[config.mk]
export PLATFORM = sky130hd
export DESIGN_NAME = regwrite_arbiter
export DESIGN_NICKNAME = d
export VERILOG_FILES = /design/src/rtl/regwrite_arbiter.sv
export SDC_FILE = /design/constraint.sdc
export NUM_CORES = 1
export LEC_CHECK = 0
export ABC_AREA = 1
export CORE_UTILIZATION = 30
export DETAILED_ROUTE_END_ITERATION = 10
export PLACE_DENSITY = 0.58
export SLEW_MARGIN = 30
export SYNTH_ARGS = -nofsm -noshare
export SYNTH_HDL_FRONTEND = slang
export SYNTH_SLANG_ARGS = --single-unit
[constraint.sdc]
create_clock -name clk_i -period 1.2 [get_ports clk_i]
set_input_delay 0.36 -clock clk_i [delete_from_list [all_inputs] [get_ports clk_i]]
set_output_delay 0.36 -clock clk_i [all_outputs]
set_load 0.01 [all_outputs]
[src/rtl/regwrite_arbiter.sv]
// Write-port arbiter for the register bank: two one-entry holding buffers feed a
// single registered write port, round-robin when both buffers hold a write.
// Writes to register 0 consume a grant but never assert the bank write enable.
module regwrite_arbiter #(
  parameter int unsigned ADDR_W = 5,
  parameter int unsigned DATA_W = 32
) (
  input  logic              clk_i,
  input  logic              rst_ni,
  input  logic              req0_valid_i,
  input  logic [ADDR_W-1:0] req0_addr_i,
  input  logic [DATA_W-1:0] req0_data_i,
  output logic              req0_ready_o,
  input  logic              req1_valid_i,
  input  logic [ADDR_W-1:0] req1_addr_i,
  input  logic [DATA_W-1:0] req1_data_i,
  output logic              req1_ready_o,
  output logic              wr_en_o,
  output logic [ADDR_W-1:0] wr_addr_o,
  output logic [DATA_W-1:0] wr_data_o,
  output logic              busy_o
);

  logic              full0_q, full0_d, full1_q, full1_d;
  logic [ADDR_W-1:0] addr0_q, addr0_d, addr1_q, addr1_d;
  logic [DATA_W-1:0] data0_q, data0_d, data1_q, data1_d;
  logic              last_q, last_d;
  logic              wr_en_q, wr_en_d;
  logic [ADDR_W-1:0] wr_addr_q, wr_addr_d;
  logic [DATA_W-1:0] wr_data_q, wr_data_d;

  logic              gnt0, gnt1, gnt_any, acc0, acc1;
  logic [ADDR_W-1:0] gnt_addr;
  logic [DATA_W-1:0] gnt_data;

  // Arbitration looks only at buffer state, so ready never depends on valid.
  always_comb begin
    gnt0     = full0_q & (~full1_q | last_q);
    gnt1     = full1_q & (~full0_q | ~last_q);
    gnt_any  = gnt0 | gnt1;
    gnt_addr = gnt1 ? addr1_q : addr0_q;
    gnt_data = gnt1 ? data1_q : data0_q;
  end

  assign req0_ready_o = ~full0_q | gnt0;
  assign req1_ready_o = ~full1_q | gnt1;
  assign acc0         = req0_valid_i & req0_ready_o;
  assign acc1         = req1_valid_i & req1_ready_o;

  // Buffer drain/refill, round-robin pointer and output register next state.
  always_comb begin
    full0_d   = full0_q;
    full1_d   = full1_q;
    addr0_d   = addr0_q;
    addr1_d   = addr1_q;
    data0_d   = data0_q;
    data1_d   = data1_q;
    last_d    = last_q;
    wr_en_d   = 1'b0;
    wr_addr_d = wr_addr_q;
    wr_data_d = wr_data_q;

    if (gnt0) full0_d = 1'b0;
    if (gnt1) full1_d = 1'b0;
    // A refill in the same edge as the drain keeps the buffer full.
    if (acc0) begin
      full0_d = 1'b1;
      addr0_d = req0_addr_i;
      data0_d = req0_data_i;
    end
    if (acc1) begin
      full1_d = 1'b1;
      addr1_d = req1_addr_i;
      data1_d = req1_data_i;
    end

    if (gnt_any) begin
      last_d    = gnt1;
      wr_en_d   = (gnt_addr != '0);
      wr_addr_d = gnt_addr;
      wr_data_d = gnt_data;
    end
  end

  // State registers; reset empties both buffers and biases the first contention to req0.
  always_ff @(posedge clk_i or negedge rst_ni) begin
    if (!rst_ni) begin
      full0_q   <= 1'b0;
      full1_q   <= 1'b0;
      addr0_q   <= '0;
      addr1_q   <= '0;
      data0_q   <= '0;
      data1_q   <= '0;
      last_q    <= 1'b1;
      wr_en_q   <= 1'b0;
      wr_addr_q <= '0;
      wr_data_q <= '0;
    end else begin
      full0_q   <= full0_d;
      full1_q   <= full1_d;
      addr0_q   <= addr0_d;
      addr1_q   <= addr1_d;
      data0_q   <= data0_d;
      data1_q   <= data1_d;
      last_q    <= last_d;
      wr_en_q   <= wr_en_d;
      wr_addr_q <= wr_addr_d;
      wr_data_q <= wr_data_d;
    end
  end

  assign wr_en_o   = wr_en_q;
  assign wr_addr_o = wr_addr_q;
  assign wr_data_o = wr_data_q;
  assign busy_o    = full0_q | full1_q;

endmodule

==> out/metrics.cfg <==
[clocking]
cts_tree=yes
htreeDepth=4
clk_pin_slew_ps=60
root_buffer=clkbuf_16
cts_buffers=17
clock_path_buffers=2
clkLatencyLatePin_ps=420
clock_sinks=115

[global_routing]
grt_max_degree=41
overflow=0
grt_first_pass_wirelength_mm=23.5
grt_usage_pct=19.3
grt_pass1_vias=4416
antenna_found_initial=1

[setup_path]
startpoint=last_q
crit_path_max_fanout=2
cp-start-kind=flip-flop
critPathArrivalTime_ps=1270
r2r_start=last_q
end_kind=output pin
critPathKind=reg -> out
cp.required_ps=840

[synth]
syn_avg_cell_area_um2=8.68
synth_seq_cells=115
syn_inst=548
ys.warnings.count=0
synth_nets=626
synthDistinctLibCells=18
syn_area_um2=4760
ys_seq_area_share_pct=60.5

[detailed_routing]
wirelength_mm=17.1
ant_nets=0
via_per_inst=4.70
drtIter0Drc=256
drtPass1Iterations=5
drc=0
vias=4547
wl_per_cell_um=17.7

[floorplanning]
die_x_um=128
core-area_um2=15300
rows=45
dieArea_um2=16400
io_pins=119
die_h_um=128
start_util_pct=31.1

[finish]
layout-drive-gt1-share_pct=37.0
syn2layout_area_growth_pct=75.1
fin_nets=821
insertedDiodeCount=0

[place]
dp_hpwl_mm=9.22
dpl_worst_slack_ps=-421
place_congestion=0.770
port_buffers=118

[status]
status=finished, violations left
violations=setup timing

[timing]
tns_ps=-37260
fmax_mhz=614
slew_violations=0
finalClockSkew_ps=10.2
worst_pin_slew_ps=299
setup_ws_ps=-429
post-route-min-period_ps=1630
rsz0062_at_grt=true
setup_viol=156
hold_viol_final=0
finalCritPeriodShare_pct=136
max_slew_margin_pct=80.0

[pwr]
pwr-share-comb_pct=46.5
ir_drop_v=0.00138
p_int_mw=12.9
clockPowerShare_pct=22.9
p_leak_nw=3.96
finalPower_mw=20.1
pwr-share-seq_pct=30.6
net-switching-power_mw=7.19
p_sw_share_pct=35.7
cellPowerDensity_nw_per_um2=2420

[hold_path]
hp-start=req1_valid_i
worstHoldPathType=in -> reg

[flow_run]
max_cap_viol_count=0

==> path summary, 6_finish.rpt <==
check	cells past startpoint	slack, ps	endpoint
setup / recovery	4	-430	req1_ready_o
hold reg to reg	2	470	wr_data_o[5]
setup reg to reg	8	-400	wr_data_o[27]
min in group asynchronous	2	380	data1_q[15]
hold / removal	3	350	data1_q[12]
max in group asynchronous	3	300	data0_q[1]
==> synth_stat cells (all sizes together) <==
library cell	instances	area, um^2
a21oi	42	210
buf	24	141
clkbuf	12	46.3
dfrtp	114	2850
dfstp	1	26.3
inv	25	93.8
nand2	191	724
nand3	58	295
nor2	35	134
o21ai	45	225
o21bai	1	7.51
==> metrics by stage <==
stage | cell area [um^2] | util, % | hold slack (ps) | instances
after floorplan | 4850 | - | 64.4 | 548
after global placement | 6420 | 41.9 | 259 | 875
after detailed placement | 6420 | 41.9 | 260 | 875
after CTS | 7530 | 49.2 | 311 | 942
after global routing | 8330 | 54.4 | 352 | 967
final | 8330 | 54.4 | 348 | 967
==> power by group through the flow <==
stage                     registers, mW  clock network, mW  logic [mW]
after floorplan                    6.23                  0        2.91
after global placement             6.06                  0        5.98
after detailed placement           6.09                  0        6.11
after CTS                          6.06               4.65        7.58
after global routing               6.30               4.87        10.0
final                              6.16               4.61        9.35
==> flip-flops by register name, summed over array words and instances (netlist names) <==
signal,flops
data0_q,32
data1_q,32
wr_data_o,32
addr0_q,5
addr1_q,5
wr_addr_o,5
full0_q,1
full1_q,1
last_q,1
wr_en_o,1
==> layout make-up <==
type | instances | area, um^2
multi-input cells | 372 | 2170
repair inverters | 1 | 7.51
well taps | 211 | 264
repair buffers | 211 | 2370
flip-flops and latches | 115 | 2880
clock inverters | 5 | 25.0
clock buffers | 27 | 513
inverters | 25 | 97.6
fillers | 1344 | 6990
==> per-layer routing <==
| layer | vias to the layer above | GRT usage, % | share of wire [%] | wire length (um) |
|---|---|---|---|---|
| met2 | 150 | 30.2 | 47 | 8070 |
| li1 | 2165 | - | - | - |
| met1 | 2209 | 26.1 | 46 | 7870 |
| met4 | 2 | 6.71 | 1.4 | 245 |
| met3 | 21 | 4.88 | 5.1 | 872 |
| met5 | - | 0 | 0.064 | 11 |
==> cell families after synthesis <==
kind of cell | count (synthesis) | share of synthesized area (%)
AND/OR/NAND/NOR | 284 | 24.3
flip-flops | 115 | 60.5
buffers and inverters | 61 | 5.92
AO/OA/AOI/OAI | 88 | 9.31
==> cell usage in the layout, fill, tap and decap left out, types with 5 or more instances in the layout <==
| cell type | netlist | routed |
|---|---|---|
| buf_12 | 0 | 20 |
| buf_16 | 0 | 6 |
| o21ai_2 | 0 | 9 |
| a21oi_2 | 0 | 34 |
| a21oi_1 | 42 | 6 |
| buf_2 | 17 | 32 |
| nand2_1 | 188 | 158 |
| nand2_4 | 0 | 12 |
| inv_1 | 24 | 21 |
| nand3_2 | 1 | 5 |
| buf_4 | 6 | 42 |
| clkbuf_16 | 0 | 29 |
| nor2_4 | 0 | 22 |
| clkbuf_8 | 0 | 5 |
| nor2_1 | 34 | 10 |
| dfrtp_1 | 114 | 112 |
| clkdlybuf4s50_1 | 0 | 75 |
| nand2_2 | 3 | 18 |
| buf_6 | 1 | 21 |
| nand3_1 | 57 | 52 |
| clkinv_2 | 0 | 5 |
| clkbuf_1 | 11 | 5 |
| o21ai_1 | 0 | 36 |
==> what timing repair did <==
action                                  CTS  global route
pin swaps                                 9            38
endpoints found under the setup margin  156           156
cloned                                    9            13
hold buffers                              1             0
hold endpoints to repair                 11             0
gates resized for setup                 268           124
setup buffers                            25            21
==> worst max-delay path, stage by stage (launching register included) <==
cell and delay (ps):
dfstp_2 560, nand2_4 50, inv_2 60, nand2_4 50, buf_6 130
Power figures use the tool's default switching activity.
